==> src/rtl/myo_spi_scheduler.sv <==
// Round-robin SPI master for myocontrol motor boards: one ss_n frame of FRAME_WORDS
// full-duplex words per enabled motor per sweep, TX from a register-file read port.
module myo_spi_scheduler #(
  parameter int unsigned NUM_MOTORS  = 9,
  parameter int unsigned WORD_WIDTH  = 16,
  parameter int unsigned FRAME_WORDS = 4,
  parameter int unsigned CLK_DIV     = 4,
  parameter int unsigned SS_SETUP    = 4,
  localparam int unsigned MW = (NUM_MOTORS  > 1) ? $clog2(NUM_MOTORS)  : 1,
  localparam int unsigned WB = (FRAME_WORDS > 1) ? $clog2(FRAME_WORDS) : 1
) (
  input  logic                  clk,
  input  logic                  reset_n,
  input  logic                  enable,
  input  logic [NUM_MOTORS-1:0] motor_mask,
  input  logic [31:0]           update_period,
  input  logic                  power_sense_n,
  output logic [MW-1:0]         tx_rd_motor,
  output logic [WB-1:0]         tx_rd_word,
  input  logic [WORD_WIDTH-1:0] tx_rd_data,
  output logic                  rx_valid,
  output logic [MW-1:0]         rx_motor,
  output logic [WB-1:0]         rx_word,
  output logic [WORD_WIDTH-1:0] rx_data,
  output logic                  sweep_done,
  output logic                  busy,
  output logic                  power_fault,
  output logic                  sck,
  output logic                  mosi,
  input  logic                  miso,
  output logic [NUM_MOTORS-1:0] ss_n
);

  localparam int unsigned SW = $clog2(SS_SETUP + 1);
  localparam int unsigned DW = $clog2(CLK_DIV + 1);
  localparam int unsigned BW = $clog2(WORD_WIDTH + 1);

  typedef enum logic [3:0] {
    S_IDLE, S_START, S_SELECT, S_LOAD, S_SETUP, S_SHIFT, S_HOLD, S_DONE, S_WAIT
  } state_t;

  state_t                r_state;
  logic [NUM_MOTORS-1:0] r_mask;
  logic [MW:0]           r_idx;
  logic [MW-1:0]         r_motor;
  logic [WB-1:0]         r_txw;
  logic [WB-1:0]         r_word;
  logic [SW-1:0]         r_cnt;
  logic [DW-1:0]         r_div;
  logic [BW-1:0]         r_bit;
  logic [31:0]           r_period;
  logic [WORD_WIDTH-1:0] r_tx;
  logic [WORD_WIDTH-1:0] r_rx;
  logic [NUM_MOTORS-1:0] r_ss_n;
  logic                  r_sck;
  logic                  r_busy;
  logic                  r_power_fault;
  logic                  r_sweep_done;
  logic                  r_rx_valid;
  logic [MW-1:0]         r_rx_motor;
  logic [WB-1:0]         r_rx_word;
  logic [WORD_WIDTH-1:0] r_rx_data;

  logic                  w_found;
  logic [MW-1:0]         w_next;
  logic [WB-1:0]         w_txw_next;
  logic                  w_period_hit;

  always_comb begin
    w_found = 1'b0;
    w_next  = '0;
    for (int unsigned i = 0; i < NUM_MOTORS; i++) begin
      if (!w_found && r_mask[i] && (i >= 32'(r_idx))) begin
        w_found = 1'b1;
        w_next  = MW'(i);
      end
    end
  end

  assign w_txw_next   = (r_txw == WB'(FRAME_WORDS - 1)) ? r_txw : r_txw + WB'(1);
  assign w_period_hit = ({1'b0, r_period} + 33'd1) >= {1'b0, update_period};

  always_ff @(posedge clk or negedge reset_n) begin
    if (!reset_n) begin
      r_state       <= S_IDLE;
      r_mask        <= '0;
      r_idx         <= '0;
      r_motor       <= '0;
      r_txw         <= '0;
      r_word        <= '0;
      r_cnt         <= '0;
      r_div         <= '0;
      r_bit         <= '0;
      r_period      <= '0;
      r_tx          <= '0;
      r_rx          <= '0;
      r_ss_n        <= '1;
      r_sck         <= 1'b0;
      r_busy        <= 1'b0;
      r_power_fault <= 1'b0;
      r_sweep_done  <= 1'b0;
      r_rx_valid    <= 1'b0;
      r_rx_motor    <= '0;
      r_rx_word     <= '0;
      r_rx_data     <= '0;
    end else begin
      r_rx_valid   <= 1'b0;
      r_sweep_done <= 1'b0;
      if (r_state == S_START) r_period <= 32'd1;
      else if (r_period != '1) r_period <= r_period + 32'd1;

      case (r_state)
        S_IDLE: if (enable) begin
          r_state <= S_START;
          r_busy  <= 1'b1;
        end
        S_START: begin
          r_mask  <= motor_mask;
          r_idx   <= '0;
          r_state <= S_SELECT;
        end
        // A latched fault also blocks further frames until enable is dropped.
        S_SELECT: begin
          if (!enable) begin
            r_state <= S_IDLE;
            r_busy  <= 1'b0;
          end else if (power_sense_n || r_power_fault) begin
            r_power_fault <= 1'b1;
            r_sweep_done  <= 1'b1;
            r_state       <= S_DONE;
          end else if (!w_found) begin
            r_sweep_done <= 1'b1;
            r_state      <= S_DONE;
          end else begin
            r_motor <= w_next;
            r_txw   <= '0;
            r_word  <= '0;
            r_state <= S_LOAD;
          end
        end
        S_LOAD: begin
          r_ss_n[r_motor] <= 1'b0;
          r_cnt           <= '0;
          r_state         <= S_SETUP;
        end
        S_SETUP: begin
          if (power_sense_n) r_power_fault <= 1'b1;
          if (r_cnt == '0) begin
            r_tx  <= tx_rd_data;
            r_txw <= w_txw_next;
          end
          if (r_cnt == SW'(SS_SETUP - 1)) begin
            r_div   <= '0;
            r_bit   <= '0;
            r_state <= S_SHIFT;
          end else begin
            r_cnt <= r_cnt + SW'(1);
          end
        end
        // Word completion (rx strobe + next prefetched TX word) happens on the falling
        // sck of the last bit, so words run back-to-back with no extra state.
        S_SHIFT: begin
          if (power_sense_n) r_power_fault <= 1'b1;
          if (r_div == DW'(CLK_DIV - 1)) begin
            r_div <= '0;
            r_sck <= ~r_sck;
            if (!r_sck) begin
              r_rx <= (r_rx << 1) | WORD_WIDTH'(miso);
            end else if (r_bit == BW'(WORD_WIDTH - 1)) begin
              r_bit      <= '0;
              r_rx_valid <= 1'b1;
              r_rx_data  <= r_rx;
              r_rx_motor <= r_motor;
              r_rx_word  <= r_word;
              if (r_word == WB'(FRAME_WORDS - 1)) begin
                r_tx    <= '0;
                r_ss_n  <= '1;
                r_cnt   <= '0;
                r_state <= S_HOLD;
              end else begin
                r_tx   <= tx_rd_data;
                r_txw  <= w_txw_next;
                r_word <= r_word + WB'(1);
              end
            end else begin
              r_bit <= r_bit + BW'(1);
              r_tx  <= r_tx << 1;
            end
          end else begin
            r_div <= r_div + DW'(1);
          end
        end
        S_HOLD: begin
          if (r_cnt == SW'(SS_SETUP - 1)) begin
            r_idx   <= {1'b0, r_motor} + (MW+1)'(1);
            r_state <= S_SELECT;
          end else begin
            r_cnt <= r_cnt + SW'(1);
          end
        end
        S_DONE: begin
          if (!enable) begin
            r_state <= S_IDLE;
            r_busy  <= 1'b0;
          end else if (w_period_hit) begin
            r_state <= S_START;
          end else begin
            r_state <= S_WAIT;
            r_busy  <= 1'b0;
          end
        end
        S_WAIT: begin
          if (!enable) begin
            r_state <= S_IDLE;
          end else if (w_period_hit) begin
            r_state <= S_START;
            r_busy  <= 1'b1;
          end
        end
        default: begin
          r_state <= S_IDLE;
          r_busy  <= 1'b0;
        end
      endcase

      if (!enable) r_power_fault <= 1'b0;
    end
  end

  assign tx_rd_motor = r_motor;
  assign tx_rd_word  = r_txw;
  assign rx_valid    = r_rx_valid;
  assign rx_motor    = r_rx_motor;
  assign rx_word     = r_rx_word;
  assign rx_data     = r_rx_data;
  assign sweep_done  = r_sweep_done;
  assign busy        = r_busy;
  assign power_fault = r_power_fault;
  assign sck         = r_sck;
  assign mosi        = r_tx[WORD_WIDTH-1];
  assign ss_n        = r_ss_n;

endmodule
==> config.mk <==
export PLATFORM = sky130hd
export DESIGN_NAME = myo_spi_scheduler
export DESIGN_NICKNAME = d
export VERILOG_FILES = /design/src/rtl/myo_spi_scheduler.sv
export SDC_FILE = /design/constraint.sdc
export NUM_CORES = 1
export LEC_CHECK = 0
export ABC_AREA = 0
export CAP_MARGIN = 20
export CORE_MARGIN = 1.5
export CORE_UTILIZATION = 35
export CTS_CLUSTER_SIZE = 30
export DETAILED_ROUTE_END_ITERATION = 10
export GPL_TIMING_DRIVEN = 0
export PLACE_DENSITY = 0.53
export SETUP_SLACK_MARGIN = 0.2
export SYNTH_ARGS = -nofsm -noshare
export SYNTH_HDL_FRONTEND = slang
export SYNTH_SLANG_ARGS = --single-unit
==> constraint.sdc <==
create_clock -name clk -period 4.95 [get_ports clk]
set_clock_uncertainty 0.15 [all_clocks]
set_input_delay 0.7425 -clock clk [delete_from_list [all_inputs] [get_ports clk]]
set_output_delay 0.7425 -clock clk [all_outputs]
set_load 0.02 [all_outputs]
# Word-level counts from Yosys, hierarchy flattened
# Index checks and enable logic that the tools add are counted.
dict set report totals {
  rom_bits 0
  latch_bits 0
  regBits 137
  input_bits 62
  ram_bits 0
  mem_count 0
}
dict set report op_classes {
  mux 97
  n_lt_le_gt_ge 12
  n_mul 0
  n_reduce_logical 54
  eq_ne 35
  bitwise_logic 6
  shift 0
  n_div 0
  add_sub_neg 8
}
# operator count
set ops {}
lappend ops {{$mux 16} 5}
lappend ops {{$mux 4} 17}
lappend ops {{$mux 32} 2}
lappend ops {{$mux 9} 4}
lappend ops {{$pmux 4 s9} 1}
lappend ops {{$add 32x1->33 const B} 1}
lappend ops {{$ge 33x32->1} 1}
lappend ops {{$add 32x1->32 const B} 1}
lappend ops {{$ne 2x2->1 const B} 16}
lappend ops {{$ne 32x32->1 const B} 1}
lappend ops {{$pmux 16 s2} 1}
lappend ops {{$mux 3} 10}
lappend ops {{$mux 1} 28}
lappend ops {{$mux 2} 14}
lappend ops {{$mux 5} 5}
lappend ops {{$ge 3x5->1 const A} 4}
lappend ops {{$pmux 5 s2} 2}
lappend ops {{$logic_and 1x1->1} 18}
lappend ops {{$pmux 9 s2} 1}
lappend ops {{$eq 4x3->1 const B} 4}
lappend ops {{$or 16x1->16} 1}
lappend ops {{$reduce_and 4->1} 4}
lappend ops {{$reduce_and 8->1} 2}
lappend ops {{$reduce_and 6->1} 2}
lappend ops {{other kinds (39)} 67}

# Logic depth before layout (Yosys ltp)
# Gate-level depths: netlist of run 1.
dict set report depth {
  word_depth 39
  mapped_depth 15
  depth_no_buf 15
}

# Worst setup path after synthesis of run 1
# No wires, ideal clock.
dict set report synth_path {
  kind {reg-to-reg}
  startpoint {register r_period[0]}
  endpoint {register r_state[0]}
  path_stages_with_launch 16
  synth_period_minus_slack_ns 3.506
  arrival_ns 3.236
  path_slack_ns 1.444
  setup_time_ns 0.120
  path_cell_list {dfrtp_1 > ha_1 > nand2_1 > nor4_2 > and2_1 > nand4_1 > nor2_1 > xor2_1 > ha_1 > a21oi_1 > o21ai_0 > a2111oi_0 > o21ai_0 > a211oi_2 > o21ai_1 > a31o_1}
}
dict set report synth_via {
  elab_chain_len 5
}
# element line_no
set synth_lines {}
lappend synth_lines {{from (decl)} 51} ;# logic [31:0] r_period;
lappend synth_lines {{from (signal assigned)} 110} ;# else if (r_period != '1) r_period <= r_period + 32'd1;
lappend synth_lines {{$add 32x1->33 *} 81} ;# assign w_period_hit = ({1'b0, r_period} + 33'd1) >= {1'b0, update_period};
lappend synth_lines {{$ge 33x32->1 *} 81}
lappend synth_lines {{$mux 4} 205} ;# end else if (w_period_hit) begin
lappend synth_lines {{$mux 4} 202} ;# if (!enable) begin
lappend synth_lines {{$pmux 4 s9} 112} ;# case (r_state)
lappend synth_lines {{to (signal assigned)} 114} ;# r_state <= S_START;
lappend synth_lines {{to (signal assigned)} 203} ;# r_state <= S_IDLE;
lappend synth_lines {{to (signal assigned)} 206} ;# r_state <= S_START;
lappend synth_lines {{to (decl)} 42} ;# state_t r_state;
# Mark *: on every way between the ends. The rest lies on a longest branch, timed or not.
# A chain may end at the register's enable or synchronous reset.

# Final worst setup path of run 1
# Same ends and word-level chain as after synthesis.

==> results_dict.tcl, run 1 <==
set metrics [dict create \
    status "finished, final reports clean" \
    grt_max_degree 71 \
    root_buffer "clkbuf_16" \
    avgSynthCellArea_um2 9.73 \
    setup.worst_path.end_class "register" \
    ant_nets 0 \
    clk_latency_ns 0.42 \
    worstPathMaxFanout 6 \
    port_buffers 104 \
    drt_wl_total_um 17500 \
    drc 0 \
    cap_violations 0 \
    start_util_pct 35.6 \
    clkSinkCount 137 \
    multi_input_area_mm2 0.00370 \
    firstDrtPassIters 4 \
    path_clk_slew_ns 0.06 \
    io_pins 105 \
    die_y_um 149 \
    h-tree-depth 4 \
    rsz0062_at_grt "no" \
    slew_violations 0 \
    ys_async_sr_fraction_pct 100 \
    setup_ws_ns 0.666 \
    min_period_ns 4.28 \
    final-setup-viol-count 0 \
    critPathKind "register to register" \
    syn_to_final_growth_pct 26.2 \
    postCtsSetupBuffers 0 \
    fin_util_pct 45.0 \
    fin_tns_setup_ns 0 \
    wl_per_cell_um 14.8 \
    grt.overflow.total 0 \
    grt_first_pass_wirelength_um 29400 \
    synthDistinctLibCells 63 \
    synth_ff_type "dfrtp_1" \
    ff2ff_path_depth 15 \
    cts_hold_buffers 0 \
    cts_buffers 17 \
    min_path_type "primary input to asynchronous set/reset pin" \
    synth-edff-count 0 \
    worst_slew_pin_slew_ns 0.677 \
    slowest_stage "nor4_2" \
    clk_path_buf_depth 2 \
    path_cells "ha_1, nand2_1, nor4_2, and2_1, nand4_1, nor2_1, xor2_1, ha_1, a21oi_1, o21ai_0, a2111oi_0, o21ai_0, a211oi_2, o21ai_1, a31o_1" \
    dp_hpwl_um 12900 \
    critical_path.startpoint_type "register" \
    ctsResizeCount 0 \
    grt_pass1_vias 5766 \
    reg2reg_slack_ns 0.67 \
    seqCellArea_mm2 0.00344 \
    dr_total_vias 5850 \
    p_leak_nw 4.31 \
    cp_data_required_time_ns 5.11 \
    n_antenna_cell 0 \
    p_per_area_mw_per_mm2 254 \
    hold_violations 0 \
    syn_area_mm2 0.00747 \
    ys_ff_latch 137 \
    syn_inst 768 \
    yosysSeqAreaShare_pct 46.0 \
    grt.total_usage_pct 16.8 \
    crit-reg2reg-launch "r_period[0]$_DFFE_PN0P_" \
    synth_nets 874 \
    worst_path_dominant_cell_family "compound AO/OA/AOI/OAI gates" \
    die_w_um 149 \
    nNetsFinal 999 \
    arrival_ns 4.44 \
    r2r-end "r_state[0]$_DFFE_PN0P_" \
    drt_iter0_drc 188 \
    drive_gt1_share_pct 11.5 \
    num_rows 53 \
    slew_headroom_pct 54.9 \
    ys_warn_count 0 \
    final.period_utilization_pct 86.5 \
    antenna_found_initial 0 \
    cpPeakStageDelay_ns 0.48 \
    vias_per_cell 4.95 \
    max_freq_ghz 0.233 \
    cts_tree "done" \
    core_mm2 0.0210 \
    pre_cts_ws_ns 0.669 \
    nFillCells 2082 \
    crit_buf_inv 0 \
    irDropWorstVdd_v 0.000198 \
    die_area_mm2 0.0222 \
    gp_congestion 0.802 \
]
## power breakdown
part | internal (W) | total, W | switching, W
logic | 0.0000588 | 0.000106 | 0.0000475
clock network | 0.000656 | 0.00116 | 0.000506
registers | 0.00112 | 0.00113 | 0.00000282
total | 0.00184 | 0.00239 | 0.000556
## per-stage QoR
step / cell area [um^2] / std cells / power, W / hold slack, ns
2_1_floorplan: 7470 / 768 / 0.00117 / 0.287
3_3_place_gp: 8850 / 1147 / 0.00125 / 0.329
3_5_place_dp: 8890 / 1149 / 0.00126 / 0.332
4_1_cts: 9430 / 1181 / 0.00243 / 0.216
5_1_grt: 9430 / 1181 / 0.00249 / 0.239
6_report: 9430 / 1181 / 0.00239 / 0.200
## cell families after synthesis
group | Yosys count | synth area share [%]
simple gates | 285 | 18.2
compound gates | 142 | 13.4
flops | 137 | 46.0
buf+inv | 82 | 4.41
mux | 44 | 6.57
fa+ha+maj | 44 | 7.37
xor+xnor | 34 | 3.99
## cell usage after synthesis, drive strengths merged, types with 12 or more instances
cell	instances	share of area [%]
inv	51	2.6
a21oi	23	1.6
dfrtp	128	43
mux2	40	6.0
and3	12	1.0
xnor2	19	2.2
xor2	15	1.8
nor2	92	4.6
o21a	15	1.5
o21ai	36	2.4
a221o	16	2.1
nor2b	13	1.1
clkbuf	23	1.2
nor3	12	1.0
ha	44	7.4
nand2	87	4.4
nand3	24	1.6
## cells in the final DEF, fill, tap and decap left out, drive strengths merged, types with 7 or more instances in the layout
cell           Yosys  routed
nand3             24      24
clkdlybuf4s50      0     103
o21a              15      15
ha                44      44
inv               51      54
a211oi             7       7
nor3              12      12
and3              12      12
nor2b             13      13
dfstp              9       9
dfrtp            128     128
a221o             16      16
buf                8      11
nor2              92      92
clkbuf            23      42
mux2              40      40
o21ai             36      36
xnor2             19      19
nand2             87      87
a21oi             23      23
xor2              15      15
nand4             11      11
a22o              11      11
## layer usage
layer / GRT usage [%] / wire [um]
met1: 24.4 / 9010
met2: 24.5 / 7460
met3: 4.37 / 880
met4: 4.41 / 161
met5: 0 / 0
## registers in the layout, indices dropped and copies added (netlist names), 3 cells and up
register / count
r_bit: 5
r_cnt: 3
r_div: 3
r_idx: 5
r_mask: 9
r_period: 32
r_rx: 16
r_state: 4
r_tx: 16
rx_data: 16
rx_motor: 4
ss_n: 9
tx_rd_motor: 4
## worst max path at each step
stage | slack [ns] | to | cells past startpoint | from
2_1_floorplan | 1.44 | r_state[0]$_DFFE_PN0P_ | 15 | r_period[0]$_DFFE_PN0P_
3_3_place_gp | -2.83 | rx_data[1]$_DFFE_PN0P_ | 1 | reset_n
3_5_place_dp | 0.67 | r_state[0]$_DFFE_PN0P_ | 15 | r_period[0]$_DFFE_PN0P_
4_1_cts | 0.62 | r_state[0]$_DFFE_PN0P_ | 15 | r_period[0]$_DFFE_PN0P_
5_1_grt | 0.22 | r_state[0]$_DFFE_PN0P_ | 15 | r_period[0]$_DFFE_PN0P_
6_report | 0.67 | r_state[0]$_DFFE_PN0P_ | 15 | r_period[0]$_DFFE_PN0P_
## final cells by class
type	count	share of cell area, %
multi-input combinational	549	39.2
sequential	137	36.5
tap	275	3.65
inverter	51	2.03
clock buffer	19	4.70
timing repair buffer	106	11.4
buffer	31	1.46
clock inverter	13	1.02
(Power assumes the default switching activity.)
==> run 2: changes to the inputs <==
Settings changed: CORE_UTILIZATION 35 to 45, PLACE_DENSITY 0.53 to 0.66.
==> results_dict.tcl, run 2 (synthesis gave the netlist of run 1 again) <==
set metrics [dict create \
    status "finished, final reports clean" \
    slew_headroom_pct 49.9 \
    drive_gt1_share_pct 11.5 \
    nNetsFinal 1000 \
    multi_input_area_mm2 0.00370 \
    setup_ws_ns 0.593 \
    power_w 0.00264 \
    syn_to_final_growth_pct 26.9 \
    nFillCells 1331 \
    final-setup-viol-count 0 \
    antenna_found_initial 0 \
    p_per_area_mw_per_mm2 278 \
    slew_violations 0 \
    hold_violations 0 \
    wl_per_cell_um 15.9 \
    port_buffers 104 \
    irDropWorstVdd_v 0.000249 \
    worst_slew_pin_slew_ns 0.744 \
    layout_common_cells "128 x dfrtp_1, 103 x clkdlybuf4s50_1, 92 x nor2_1" \
    die_area_mm2 0.0174 \
    arrival_ns 4.52 \
    grt_max_degree 92 \
    cp_data_required_time_ns 5.12 \
    firstDrtPassIters 5 \
    n_antenna_cell 0 \
    ctsResizeCount 0 \
    cts_buffers 17 \
    die_w_um 132 \
    dp_hpwl_um 13200 \
    pre_cts_ws_ns 0.567 \
    final_common_cell "dfrtp_1" \
    h-tree-depth 4 \
    io_pins 105 \
    largest_reg_flops 32 \
    drt_wl_total_um 17900 \
    critPathKind "register to register" \
    start_util_pct 46.5 \
    core_mm2 0.0161 \
    num_rows 46 \
    clk_path_buf_depth 2 \
    grt_pass1_vias 6106 \
    setup.worst_path.end_class "register" \
    root_buffer "clkbuf_16" \
    die_y_um 132 \
    max_flop_register "r_period" \
    ant_nets 0 \
    cts_hold_buffers 0 \
    max_freq_ghz 0.229 \
    grt.overflow.total 0 \
    drt_iter0_drc 353 \
    grt.total_usage_pct 21.3 \
    cap_violations 0 \
    drc 0 \
    dr_total_vias 6092 \
    p_leak_nw 4.37 \
    seqCellArea_mm2 0.00344 \
    gp_congestion 0.857 \
    min_period_ns 4.36 \
    cts_tree "done" \
    critical_path.startpoint_type "register" \
    grt_first_pass_wirelength_um 29900 \
    min_path_type "primary input to asynchronous set/reset pin" \
    path_clk_slew_ns 0.06 \
    clkSinkCount 137 \
    clk_latency_ns 0.43 \
    rsz0062_at_grt "no" \
    final.period_utilization_pct 88.0 \
    vias_per_cell 5.42 \
    worstPathMaxFanout 6 \
]
## run 2: cell count changes in the layout (fill, tap and decap cells not counted), sizes merged
cell      before  now
bufinv         0    5
buf           11   12
clkinv         5    2
clkbuf        42   44
clkinvlp       5    4
inv           54   51
## run 2: report_power, final
| group | internal, W | switching [W] | leakage [nW] | total, W |
|---|---|---|---|---|
| Combinational | 0.0000591 | 0.0000481 | 2.31 | 0.000107 |
| Clock | 0.000920 | 0.000484 | 0.306 | 0.00140 |
| Sequential | 0.00112 | 0.00000287 | 1.76 | 0.00113 |
## run 2: final timing paths
check | from | to | slack [ns] | cells after the start
setup / recovery | r_period[0]$_DFFE_PN0P_ | busy$_DFFE_PN0P_ | 0.59 | 15
hold / removal | reset_n | r_mask[0]$_DFFE_PN0P_ | 0.09 | 1
setup reg to reg | r_period[0]$_DFFE_PN0P_ | busy$_DFFE_PN0P_ | 0.59 | 15
hold reg to reg | r_mask[4]$_DFFE_PN0P_ | r_mask[4]$_DFFE_PN0P_ | 0.35 | 2
max in group asynchronous | reset_n | r_state[1]$_DFFE_PN0P_ | 3.78 | 2
min in group clk | r_mask[4]$_DFFE_PN0P_ | r_mask[4]$_DFFE_PN0P_ | 0.35 | 2
## run 2: timing repair
action | 4_1_cts | 5_1_grt
setup endpoints to repair | 0 | 2
setup buffers | 0 | 1
hold endpoints to repair | 0 | 0
## run 2: cell type report
class	count	share of cell area, %
clock buffer	21	4.86
timing repair buffer	107	11.4
clock inverter	11	2.05
inverter	51	2.02
tap	216	2.85
multi-input combinational	549	39.0
buffer	31	1.45
sequential	137	36.3
## run 2: through the flow
stage / util, % / hold WS [ns] / setup TNS (ns) / instance area [um^2] / instances
final: 59.0 / 0.0904 / 0 / 9480 / 1123
after global routing: 59.0 / 0.122 / 0 / 9480 / 1123
after CTS: 59.0 / 0.0942 / 0 / 9470 / 1122
after detailed placement: 54.9 / 0.336 / 0 / 8820 / 1090
after global placement: 54.7 / 0.328 / -298.19 / 8780 / 1088
after floorplan: - / 0.287 / 0 / 7470 / 768
## run 2: per-layer routing
layer | vias up | global-route usage [%] | wire (um) | share of wire (%)
li1 | 2943 | - | - | -
met3 | 13 | 5.46 | 932 | 5.2
met5 | - | 0 | 0 | 0
met2 | 162 | 34.3 | 8470 | 47
met4 | 0 | 6.30 | 175 | 0.98
met1 | 2974 | 28.5 | 8320 | 46
## run 2: worst max-delay path, stage by stage, from the launching register on
cell      delay [ns]
dfrtp_1         0.44
ha_1            0.26
nand2_1         0.10
nor4_2          0.44
and2_1          0.35
nand4_1         0.19
xnor2_1         0.19
ha_1            0.30
nand4_1         0.17
nor4_1          0.70
a211oi_1        0.15
o21ai_1         0.17
a211oi_2        0.09
buf_4           0.17
o21a_1          0.18
o211a_1         0.20
==> run 3: changes to the inputs <==
Settings changed: CORE_UTILIZATION 45 to 55, PLACE_DENSITY 0.66 to 0.78.
==> results_dict.tcl, run 3 (synthesis gave the netlist of run 1 again) <==
set metrics [dict create \
    setup.worst_path.end_class "register" \
    nFillCells 1023 \
    n_antenna_cell 0 \
    p_sw_w 0.000524 \
    seqPwrFrac_pct 44.3 \
    pre_cts_ws_ns 0.733 \
    status "finished, final reports clean" \
    clk_latency_ns 0.42 \
    fin_util_pct 70.8 \
    min_period_ns 4.36 \
    path_cells "ha_1, nand2_1, nor4_2, and2_1, nand4_1, xnor2_1, ha_1, nand4_1, nor4_1, a211oi_1, o21ai_1, a211oi_2, o21a_1, o211a_1" \
    cts_tree "done" \
    setup_ws_ns 0.588 \
    root_buffer "clkbuf_16" \
    drc 0 \
    min_path_type "primary input to asynchronous set/reset pin" \
    max_flop_register "r_period" \
    nNetsFinal 999 \
    gp_congestion 0.934 \
    drt_wl_total_um 17800 \
    die_w_um 120 \
    layout_common_cells "128 x dfrtp_1, 103 x clkdlybuf4s50_1, 92 x nor2_1" \
    grt_max_degree 72 \
    cap_violations 0 \
    grt_pass1_vias 6198 \
    critPathKind "register to register" \
    ant_nets 0 \
    grt_first_pass_wirelength_um 29700 \
    rsz0062_at_grt "no" \
    postCtsSetupBuffers 0 \
    slowest_stage "nor4_1" \
    h-tree-depth 4 \
    worst_slew_pin_slew_ns 0.714 \
    syn_to_final_growth_pct 25.5 \
    largest_reg_flops 32 \
    wl_per_cell_um 16.5 \
    final_common_cell "dfrtp_1" \
    p_leak_nw 4.35 \
    critical_path.startpoint_type "register" \
    ctsResizeCount 0 \
    cpPeakStageDelay_ns 0.67 \
    port_buffers 104 \
    worstPathMaxFanout 6 \
    p_int_w 0.00202 \
    p_per_area_mw_per_mm2 272 \
    drive_gt1_share_pct 11.3 \
    grt.total_usage_pct 26.1 \
    final-setup-viol-count 0 \
    path_clk_slew_ns 0.06 \
    vias_per_cell 5.63 \
    dr_total_vias 6085 \
    grt.overflow.total 0 \
    start_util_pct 56.4 \
    final.period_utilization_pct 88.1 \
    die_y_um 120 \
    arrival_ns 4.52 \
    max_freq_ghz 0.229 \
    slew_headroom_pct 52.0 \
    die_area_mm2 0.0143 \
    cts_buffers 17 \
    hold_violations 0 \
    power_frac_comb_pct 4.3 \
    core_mm2 0.0132 \
    irDropWorstVdd_v 0.000264 \
    clkSinkCount 137 \
    dp_hpwl_um 12900 \
    firstDrtPassIters 5 \
    slew_violations 0 \
    num_rows 42 \
    p_sw_share_pct 20.6 \
    cts_hold_buffers 0 \
    cp_data_required_time_ns 5.10 \
    drt_iter0_drc 434 \
    power_frac_clock_pct 51.5 \
    power_w 0.00255 \
    antenna_found_initial 0 \
    io_pins 105 \
    fin_tns_setup_ns 0 \
    clk_path_buf_depth 2 \
]
==> run 3: cell count changes in the layout (fill, tap and decap cells not counted), sizes merged <==
cell	change
clkbuf	-2
inv	+1
bufinv	-1
clkinv	+2
buf	-1
clkinvlp	-1
==> run 3: final timing paths <==
| path | depth (start not counted) | end | slack, ns | start |
|---|---|---|---|---|
| max | 14 | busy$_DFFE_PN0P_ | 0.59 | r_period[0]$_DFFE_PN0P_ |
| min | 1 | r_period[30]$_DFFE_PN0P_ | 0.16 | reset_n |
| max reg2reg | 14 | busy$_DFFE_PN0P_ | 0.59 | r_period[0]$_DFFE_PN0P_ |
| min reg2reg | 1 | r_div[0]$_DFFE_PN0P_ | 0.35 | r_div[0]$_DFFE_PN0P_ |
| max in group asynchronous | 2 | r_tx[3]$_DFFE_PN0P_ | 3.70 | reset_n |
| min in group clk | 1 | r_div[0]$_DFFE_PN0P_ | 0.35 | r_div[0]$_DFFE_PN0P_ |
==> run 3: area by class of cell <==
cell class | count | area [um^2] | share of cell area [%]
buffer | 31 | 138 | 1.47
clock buffer | 19 | 433 | 4.62
clock inverter | 12 | 175 | 1.87
inverter | 51 | 191 | 2.04
multi-input combinational | 549 | 3700 | 39.5
sequential | 137 | 3440 | 36.7
tap | 176 | 220 | 2.35
timing repair buffer | 106 | 1070 | 11.5
==> run 3: critical path: cells and delay by family, from the launching register on <==
kind / cells / cell delay (ns)
compound gates: 5 / 0.95
simple gates: 6 / 1.89
fa+ha+maj: 2 / 0.58
flops: 1 / 0.48
xor+xnor: 1 / 0.19
==> run 3: power by group through the flow <==
stage	clock network, W	registers [W]	logic (W)
final	0.00131	0.00113	0.000109
after global routing	0.00138	0.00113	0.000121
after CTS	0.00132	0.00113	0.000110
after detailed placement	0	0.00115	0.000109
after global placement	0	0.00115	0.000102
after floorplan	0	0.00115	0.0000238
==> run 3: per-layer routing <==
layer	up-vias	part of all wire, %	GRT usage [%]
li1	2938	-	-
met1	2977	46	35.5
met2	152	48	42.3
met3	18	5.0	6.56
met4	0	0.91	6.10
met5	-	0	0
==> run 3: per-stage QoR <==
stage	cell area, um^2	hold slack [ns]	std cells
finish	9370	0.162	1081
global route	9370	0.225	1081
CTS	9370	0.196	1080
detailed placement	8760	0.337	1049
global placement	8730	0.328	1048
floorplan	7470	0.287	768
